==> config.mk <==
export PLATFORM = sky130hd
export DESIGN_NAME = q2_lcd_io
export DESIGN_NICKNAME = d
export VERILOG_FILES = /design/src/rtl/q2_io_pkg.sv /design/src/rtl/q2_io_fifo.sv /design/src/rtl/q2_lcd_io.sv
export SDC_FILE = /design/constraint.sdc
export NUM_CORES = 1
export LEC_CHECK = 0
export CAP_MARGIN = 20
export CORE_MARGIN = 2
export CORE_UTILIZATION = 49
export CTS_CLUSTER_DIAMETER = 100
export CTS_CLUSTER_SIZE = 12
export DETAILED_ROUTE_END_ITERATION = 7
export GPL_ROUTABILITY_DRIVEN = 0
export PLACE_DENSITY = 0.76
export REMOVE_ABC_BUFFERS = 1
export SKIP_LAST_GASP = 1
export SLEW_MARGIN = 20
export SYNTH_ARGS = -nofsm -noshare
export SYNTH_HDL_FRONTEND = slang
export SYNTH_SLANG_ARGS = --single-unit
export TNS_END_PERCENT = 20
==> constraint.sdc <==
create_clock -name clk -period 2.7 [get_ports clk]
set_clock_uncertainty 0.15 [all_clocks]
set_input_delay 0.27 -clock clk [delete_from_list [all_inputs] [get_ports clk]]
set_output_delay 0.27 -clock clk [all_outputs]
set_load 0.01 [all_outputs]
==> src/rtl/q2_io_pkg.sv <==
// q2 console shared types: transmit FSM states, HD44780 command bytes, init sequence.
// No logic; imported by q2_io_fifo and q2_lcd_io.
package q2_io_pkg;

  localparam logic [11:0] IO_ADDR_DEF  = 12'hFFF;
  localparam logic [7:0]  CMD_CLEAR    = 8'h01;
  localparam logic [7:0]  CMD_SET_ADDR = 8'h80;
  localparam logic [7:0]  REPLACE_CHAR = 8'h3F;

  localparam logic [7:0]  INIT_WAKE    = 8'h30;  // sent as high nibble only
  localparam logic [7:0]  INIT_4BIT    = 8'h20;  // sent as high nibble only
  localparam logic [7:0]  INIT_FUNCSET = 8'h28;
  localparam logic [7:0]  INIT_DISP_ON = 8'h0C;
  localparam logic [7:0]  INIT_ENTRY   = 8'h06;
  localparam int          INIT_STEPS   = 8;

  typedef enum logic [3:0] {
    IDLE, INIT_WAIT, HI_SETUP, HI_EN, HI_HOLD, LO_SETUP, LO_EN, LO_HOLD, WAIT
  } lcd_state_e;

  // Returns {nibble_only, byte} for one power-on init step.
  function automatic logic [8:0] init_step(input logic [2:0] idx);
    case (idx)
      3'd0, 3'd1, 3'd2: init_step = {1'b1, INIT_WAKE};
      3'd3:             init_step = {1'b1, INIT_4BIT};
      3'd4:             init_step = {1'b0, INIT_FUNCSET};
      3'd5:             init_step = {1'b0, INIT_DISP_ON};
      3'd6:             init_step = {1'b0, INIT_ENTRY};
      default:          init_step = {1'b0, CMD_CLEAR};
    endcase
  endfunction

endpackage

==> src/rtl/q2_io_fifo.sv <==
// Generic synchronous FIFO, combinational read of the head entry.
// Latency: pushed entry visible at dout the cycle after the push.
// Backpressure: push while full is dropped unless a pop happens in the same cycle.
module q2_io_fifo
  import q2_io_pkg::*;
#(
  parameter int W     = 9,
  parameter int DEPTH = 4
) (
  input  logic         clk,
  input  logic         rst,
  input  logic         push,
  input  logic         pop,
  input  logic [W-1:0] din,
  output logic [W-1:0] dout,
  output logic         full,
  output logic         empty
);

  localparam int AW = $clog2(DEPTH);

  logic [W-1:0] mem_q [DEPTH];
  logic [AW:0]  wr_q, wr_d, rd_q, rd_d;
  logic         do_push, do_pop;

  assign empty   = (wr_q == rd_q);
  assign full    = (wr_q[AW] != rd_q[AW]) && (wr_q[AW-1:0] == rd_q[AW-1:0]);
  assign do_pop  = pop && !empty;
  assign do_push = push && (!full || do_pop);
  assign dout    = mem_q[rd_q[AW-1:0]];

  always_comb begin
    wr_d = wr_q + {{AW{1'b0}}, do_push};
    rd_d = rd_q + {{AW{1'b0}}, do_pop};
  end

  always_ff @(posedge clk or negedge rst) begin
    if (!rst) begin
      wr_q <= '0;
      rd_q <= '0;
    end else begin
      wr_q <= wr_d;
      rd_q <= rd_d;
    end
  end

  always_ff @(posedge clk) begin
    if (do_push) mem_q[wr_q[AW-1:0]] <= din;
  end

endmodule

==> src/rtl/q2_lcd_io.sv <==
// q2 console: bus writes queued and sent to a 4-bit HD44780 LCD, bus reads return synced keys.
// Latency: push 2 clk after wrm rises, keys 2 clk; Q2_LCD_INIT_EN adds a power-on init sequence.
// Backpressure: none on the bus; pushes into a full FIFO are dropped and set sticky ovf.
module q2_lcd_io
  import q2_io_pkg::*;
#(
  parameter logic [11:0] IO_ADDR    = IO_ADDR_DEF,
  parameter int          FIFO_DEPTH = 4,
  parameter int          EN_CYCLES  = 1,
  parameter int          CMD_WAIT   = 5,
  parameter int          CLR_WAIT   = 160,
  parameter int          POR_WAIT   = 1500
) (
  input  logic        clk,
  input  logic        rst,
  input  logic [11:0] abus,
  input  logic [11:0] dbus_in,
  output logic [11:0] dbus_out,
  output logic        dbus_oe,
  input  logic        rdm,
  input  logic        wrm,
  input  logic [11:0] keys_n,
  output logic        lcd_rs,
  output logic        lcd_e,
  output logic [3:0]  lcd_d,
  output logic        full,
  output logic        ovf
);

  localparam int MAX_WAIT = (CLR_WAIT > POR_WAIT) ? CLR_WAIT : POR_WAIT;
  localparam int WAIT_W   = $clog2(MAX_WAIT) + 1;
  localparam logic [WAIT_W-1:0] EN_LD  = WAIT_W'(EN_CYCLES - 1);
  localparam logic [WAIT_W-1:0] CMD_LD = WAIT_W'(CMD_WAIT - 1);
  localparam logic [WAIT_W-1:0] CLR_LD = WAIT_W'(CLR_WAIT - 1);
  localparam logic [WAIT_W-1:0] POR_LD = WAIT_W'(POR_WAIT - 1);
`ifdef Q2_LCD_INIT_EN
  localparam logic INIT_ON = 1'b1;
`else
  localparam logic INIT_ON = 1'b0;
`endif
  localparam lcd_state_e RST_STATE = INIT_ON ? INIT_WAIT : IDLE;

  logic              wrm_q, wr_pulse_q, wr_pulse_d;
  logic [11:0]       addr_q, key_meta_q, key_q;
  logic [8:0]        dat_q, cur_q, cur_d, push_dat, fifo_dout;
  logic              ovf_q, ovf_d, push_vld, pop, fifo_empty;
  lcd_state_e        state_q, state_d;
  logic [WAIT_W-1:0] cnt_q, cnt_d;
  logic              nib_q, nib_d, init_act_q, init_act_d;
  logic [2:0]        init_idx_q, init_idx_d;
  logic [8:0]        step;
  logic              unused_hi;

  assign unused_hi  = ^dbus_in[11:9];
  assign wr_pulse_d = wrm && !wrm_q;
  assign dbus_oe    = rdm && (abus == IO_ADDR);
  assign dbus_out   = dbus_oe ? key_q : 12'h000;
  assign ovf        = ovf_q;

  always_comb begin
    push_vld = 1'b0;
    push_dat = '0;
    if (wr_pulse_q && addr_q == IO_ADDR) begin
      if (!dat_q[8]) begin
        push_vld = 1'b1;
        push_dat = {1'b1, (dat_q[7:0] >= 8'h20 && dat_q[7:0] <= 8'h7E) ? dat_q[7:0] : REPLACE_CHAR};
      end else if (dat_q[7]) begin
        push_vld = 1'b1;
        push_dat = {1'b0, CMD_SET_ADDR | {1'b0, dat_q[6:0]}};
      end else if (dat_q[0]) begin
        push_vld = 1'b1;
        push_dat = {1'b0, CMD_CLEAR};
      end
    end
  end

  q2_io_fifo #(.W(9), .DEPTH(FIFO_DEPTH)) u_fifo (
    .clk  (clk),
    .rst  (rst),
    .push (push_vld),
    .pop  (pop),
    .din  (push_dat),
    .dout (fifo_dout),
    .full (full),
    .empty(fifo_empty)
  );

  assign ovf_d = ovf_q || (push_vld && full && !pop);

  always_comb begin
    state_d    = state_q;
    cnt_d      = cnt_q;
    cur_d      = cur_q;
    nib_d      = nib_q;
    init_act_d = init_act_q;
    init_idx_d = init_idx_q;
    pop        = 1'b0;
    step       = init_step(init_idx_q + 3'd1);
    case (state_q)
      IDLE: if (!fifo_empty) begin
        pop     = 1'b1;
        cur_d   = fifo_dout;
        nib_d   = 1'b0;
        state_d = HI_SETUP;
      end
      INIT_WAIT: if (cnt_q == '0) begin
        step       = init_step(3'd0);
        cur_d      = {1'b0, step[7:0]};
        nib_d      = step[8];
        init_idx_d = 3'd0;
        state_d    = HI_SETUP;
      end else cnt_d = cnt_q - 1'b1;
      HI_SETUP: begin state_d = HI_EN; cnt_d = EN_LD; end
      HI_EN: if (cnt_q == '0) state_d = HI_HOLD; else cnt_d = cnt_q - 1'b1;
      HI_HOLD: if (nib_q) begin state_d = WAIT; cnt_d = CMD_LD; end else state_d = LO_SETUP;
      LO_SETUP: begin state_d = LO_EN; cnt_d = EN_LD; end
      LO_EN: if (cnt_q == '0) state_d = LO_HOLD; else cnt_d = cnt_q - 1'b1;
      LO_HOLD: begin
        state_d = WAIT;
        cnt_d   = (cur_q == {1'b0, CMD_CLEAR}) ? CLR_LD : CMD_LD;
      end
      WAIT: if (cnt_q != '0) cnt_d = cnt_q - 1'b1;
      else if (init_act_q && init_idx_q != 3'(INIT_STEPS - 1)) begin
        cur_d      = {1'b0, step[7:0]};
        nib_d      = step[8];
        init_idx_d = init_idx_q + 3'd1;
        state_d    = HI_SETUP;
      end else begin
        init_act_d = 1'b0;
        state_d    = IDLE;
      end
      default: state_d = IDLE;
    endcase
  end

  // Outputs decode straight from state so an async reset drops lcd_e at once.
  always_comb begin
    lcd_e  = (state_q == HI_EN) || (state_q == LO_EN);
    lcd_rs = 1'b0;
    lcd_d  = 4'h0;
    case (state_q)
      HI_SETUP, HI_EN, HI_HOLD: begin lcd_rs = cur_q[8]; lcd_d = cur_q[7:4]; end
      LO_SETUP, LO_EN, LO_HOLD: begin lcd_rs = cur_q[8]; lcd_d = cur_q[3:0]; end
      default: ;
    endcase
  end

  always_ff @(posedge clk or negedge rst) begin
    if (!rst) begin
      wrm_q      <= 1'b0;
      wr_pulse_q <= 1'b0;
      addr_q     <= '0;
      dat_q      <= '0;
      key_meta_q <= 12'hFFF;
      key_q      <= 12'hFFF;
      ovf_q      <= 1'b0;
      state_q    <= RST_STATE;
      cnt_q      <= INIT_ON ? POR_LD : '0;
      cur_q      <= '0;
      nib_q      <= 1'b0;
      init_act_q <= INIT_ON;
      init_idx_q <= 3'd0;
    end else begin
      wrm_q      <= wrm;
      wr_pulse_q <= wr_pulse_d;
      addr_q     <= abus;
      dat_q      <= dbus_in[8:0];
      key_meta_q <= keys_n;
      key_q      <= key_meta_q;
      ovf_q      <= ovf_d;
      state_q    <= state_d;
      cnt_q      <= cnt_d;
      cur_q      <= cur_d;
      nib_q      <= nib_d;
      init_act_q <= init_act_d;
      init_idx_q <= init_idx_d;
    end
  end

endmodule

==> Flow_metrics.wiki <==
{| class="wikitable"
! Metric !! Value
|-
| Run status || finished, final reports clean
|-
| Pins Over Slew Limit || 0
|-
| Via count of the routed design || 3,164
|-
| Count of pins on the block boundary || 61
|-
| Max Clk Rate || 385 MHz
|-
| # port buffers || 57
|-
| Net switching power || 1.57 mW
|-
| Min-delay worst type || in -> reg
|-
| Synthesized netlist cell count || 362
|-
| Static leakage || 2.49 nW
|-
| Met3 wire len || 389 um
|-
| Total Nets Final || 492
|-
| Overall track demand over capacity in global routing || 0.191
|-
| Detail Placement HPWL || 6020 um
|-
| Critical Path Source Type || flop
|-
| Synth Cell Area || 4770 um^2
|-
| Avg Inst Size Synth || 13.2 um^2
|-
| Buffers from clock root to sink, at most || 2
|-
| Clock root buffer || sky130_fd_sc_hd__clkbuf_8
|-
| Initial DRC Count || 109
|-
| DRT Pass-1 Iters || 4
|-
| Post-layout min period || 2600 ps
|-
| Data required, critical path || 2280 ps
|-
| Transition time at the pin with the least slew margin || 680 ps
|-
| Core Rows || 36
|-
| Internal power of the cells || 3.82 mW
|-
| Area growth from synthesis to final layout || 30.0%
|-
| Die Height || 103 um
|-
| Yosys warning total || 0
|-
| Detail-routed net length per standard cell || 15.7 um
|-
| CTS tree || done
|-
| Final core occ || 0.647
|-
| Maximum number of pins on one net before global-route repair || 54
|-
| Final hold slack || 29.4 ps
|-
| First-pass GRT wire length || 15,200 um
|-
| Core ar. || 9590 um^2
|-
| DIE WIDTH || 103 um
|-
| Uppermost metal layer occupied by signal nets || met4
|-
| Number of nets with antenna violations after routing || 0
|-
| Post-CTS setup repair buffer count || 0
|-
| Initial antenna violation count || 0
|-
| Critical path capture point type || output pin
|-
| Clock insertion delay at the later pin of the skew report || 510 ps
|-
| Post-route standard cell area excluding fillers || 6210 um^2
|-
| Share of power burned in combinational logic || 0.231
|-
| Post-synth EDFFs || 36
|-
| Vias in the first global route || 3,244
|-
| CP Class || reg -> out
|-
| Critical path data arrival time || 2180 ps
|-
| Flop2flop setup slack || 340 ps
|-
| Maximum vdd drop || 0.000488 V
|-
| H-tree depth reported by CTS || 4
|-
| Switching portion of total power || 0.292
|-
| Power density relative to cell area || 870 nW/um^2
|-
| Sequential Power Share || 0.403
|-
| Part of the Yosys area used for sequential elements || 0.652
|-
| Count of unique library cells instantiated by Yosys || 55
|-
| Max-cap violations || 0
|-
| Clock transition time at the flip-flop clock pins of the worst setup and hold paths || 60 ps
|-
| Area of the multi-input gates || 1540 um^2
|-
| Final wirelength || 9340 um
|-
| Antenna fix cells || 0
|-
| Maximum net fanout on the critical path || 18
|-
| Asr flop ratio synth || 0.690
|-
| DRC violation count after routing || 0
|-
| Synthesized flop and latch total || 116
|-
| Routed wire length on met2 || 4900 um
|-
| Effective utilization at floorplan || 0.498
|-
| Worst Setup Slack post-DPL || 223 ps
|-
| Sequential cell area || 3110 um^2
|-
| Most common cell after layout, fill and taps aside || sky130_fd_sc_hd__dfrtp_1
|-
| Final Setup Violations || 0
|-
| Share of post-route cells with drive strength above 1 || 0.209
|-
| Placed standard-cell area || 5570 um^2
|-
| Sum of overflow across all layers after global routing || 0
|-
| Minimum setup slack in the final design || 104 ps
|-
| Relative slew slack || 0.547
|-
| Number of clock sinks || 116
|-
| CTS buffer count || 17
|-
| Met1 routed wirelength after detailed routing || 3980 um
|-
| Clock power frac || 0.366
|-
| Unrepaired setup endpoints after global routing || true
|-
| Most used flip-flop cell after synthesis || sky130_fd_sc_hd__dfrtp_1
|-
| Area of the die || 10,500 um^2
|-
| Number of filler instances in the final layout || 679
|-
| Most used cells in the layout excluding fill and tap cells || sky130_fd_sc_hd__dfrtp_1 (56), sky130_fd_sc_hd__clkdlybuf4s50_1 (55), sky130_fd_sc_hd__edfxtp_1 (36)
|-
| Number of hold violations in the final report || 0
|-
| Mean number of vias per cell || 5.34
|-
| Post-route clock period utilization || 0.961
|}
critical path: stages, from the launching register on:
cell and delay [ps]:
sky130_fd_sc_hd__dfrtp_1 340, sky130_fd_sc_hd__buf_4 220, sky130_fd_sc_hd__nor2_2 80, sky130_fd_sc_hd__mux2_2 300
sky130_fd_sc_hd__a22oi_1 200, sky130_fd_sc_hd__nor2_1 60, sky130_fd_sc_hd__clkdlybuf4s50_1 470
kinds of logic after synthesis:
| kind of cell | share of synthesized area |
|---|---|
| fa+ha+maj | 0.0131 |
| buf+inv | 0.0249 |
| mux | 0.0558 |
| simple gates | 0.143 |
| xor+xnor | 0.0128 |
| flops | 0.652 |
| compound gates | 0.0980 |
what timing repair did:
action,CTS,global route
setup endpoints to repair,0,4
endpoints found under the hold margin,60,0
hold buffers,9,0
gates resized for setup,0,4
per-layer routing:
metal	GRT usage	vias to the layer above
li1	-	1513
met3	0.0603	9
met1	0.229	1560
met4	0.0626	0
met2	0.329	82
met5	0	-
cells in the mapped netlist (4+ instances only):
cell / n / area, um^2
sky130_fd_sc_hd__a21oi_1: 17 / 85.1
sky130_fd_sc_hd__a22oi_1: 4 / 30.0
sky130_fd_sc_hd__and2_1: 12 / 75.1
sky130_fd_sc_hd__clkbuf_1: 13 / 48.8
sky130_fd_sc_hd__dfrtp_1: 56 / 1400
sky130_fd_sc_hd__dfstp_2: 24 / 631
sky130_fd_sc_hd__edfxtp_1: 36 / 1080
sky130_fd_sc_hd__ha_1: 5 / 62.6
sky130_fd_sc_hd__inv_1: 13 / 48.8
sky130_fd_sc_hd__mux4_2: 9 / 203
sky130_fd_sc_hd__nand2_1: 23 / 86.3
sky130_fd_sc_hd__nand2b_1: 6 / 37.5
sky130_fd_sc_hd__nand3_1: 5 / 25.0
sky130_fd_sc_hd__nand4_1: 6 / 37.5
sky130_fd_sc_hd__nor2_1: 23 / 86.3
sky130_fd_sc_hd__nor3_1: 6 / 30.0
sky130_fd_sc_hd__nor3b_1: 4 / 30.0
sky130_fd_sc_hd__nor4_1: 7 / 43.8
sky130_fd_sc_hd__o21ai_0: 18 / 90.1
sky130_fd_sc_hd__o221a_2: 4 / 45.0
sky130_fd_sc_hd__or4_1: 6 / 45.0
sky130_fd_sc_hd__xor2_1: 4 / 35.0
flip-flops by register name, indices dropped and copies added, names as in the netlist:
| name | cells |
|---|---|
| wr_pulse_q | 1 |
| nib_q | 1 |
| cnt_q | 12 |
| ovf | 1 |
| u_fifo.wr_q | 3 |
| u_fifo.rd_q | 3 |
| dat_q | 9 |
| key_meta_q | 12 |
| state_q | 4 |
| cur_q | 9 |
| addr_q | 12 |
| wrm_q | 1 |
| key_q | 12 |
| u_fifo.mem_q | 36 |
metrics by stage:
stage	instances	TNS (ps)	power, mW
3_5_place_dp	552	0	3.42
6_report	593	0	5.40
5_1_grt	593	-4.99	5.66
4_1_cts	593	0	5.44
2_1_floorplan	346	-1750	2.98
3_3_place_gp	552	0	3.36
area by class of cell:
| class | instances | area share |
|---|---|---|
| clock buffer | 19 | 0.0702 |
| clock inverter | 13 | 0.0157 |
| inverter | 13 | 0.00786 |
| multi-input combinational | 217 | 0.249 |
| sequential | 116 | 0.502 |
| tap | 133 | 0.0268 |
| timing repair buffer | 82 | 0.129 |
worst paths after layout:
path	from	end	cells past startpoint
min reg2reg	key_meta_q[11]$_DFF_PN1_	key_q[11]$_DFF_PN1_	0
min	keys_n[10]	key_meta_q[10]$_DFF_PN1_	1
max in group asynchronous	rst	key_q[8]$_DFF_PN1_	3
max reg2reg	u_fifo.wr_q[1]$_DFF_PN0_	u_fifo.wr_q[2]$_DFF_PN0_	7
min in group asynchronous	rst	cur_q[1]$_DFFE_PN0P_	2
max	state_q[1]$_DFFE_PN0P_	lcd_d[2]	6
power groups by stage:
stage          combinational [mW]  clock (mW)  sequential [mW]
6_report                     1.25        1.98             2.17
3_5_place_dp                 1.22           0             2.20
5_1_grt                      1.38        2.09             2.20
2_1_floorplan               0.739           0             2.24
3_3_place_gp                 1.18           0             2.18
4_1_cts                      1.25        2.02             2.17
Note: power is estimated with default switching activity, not from simulation.
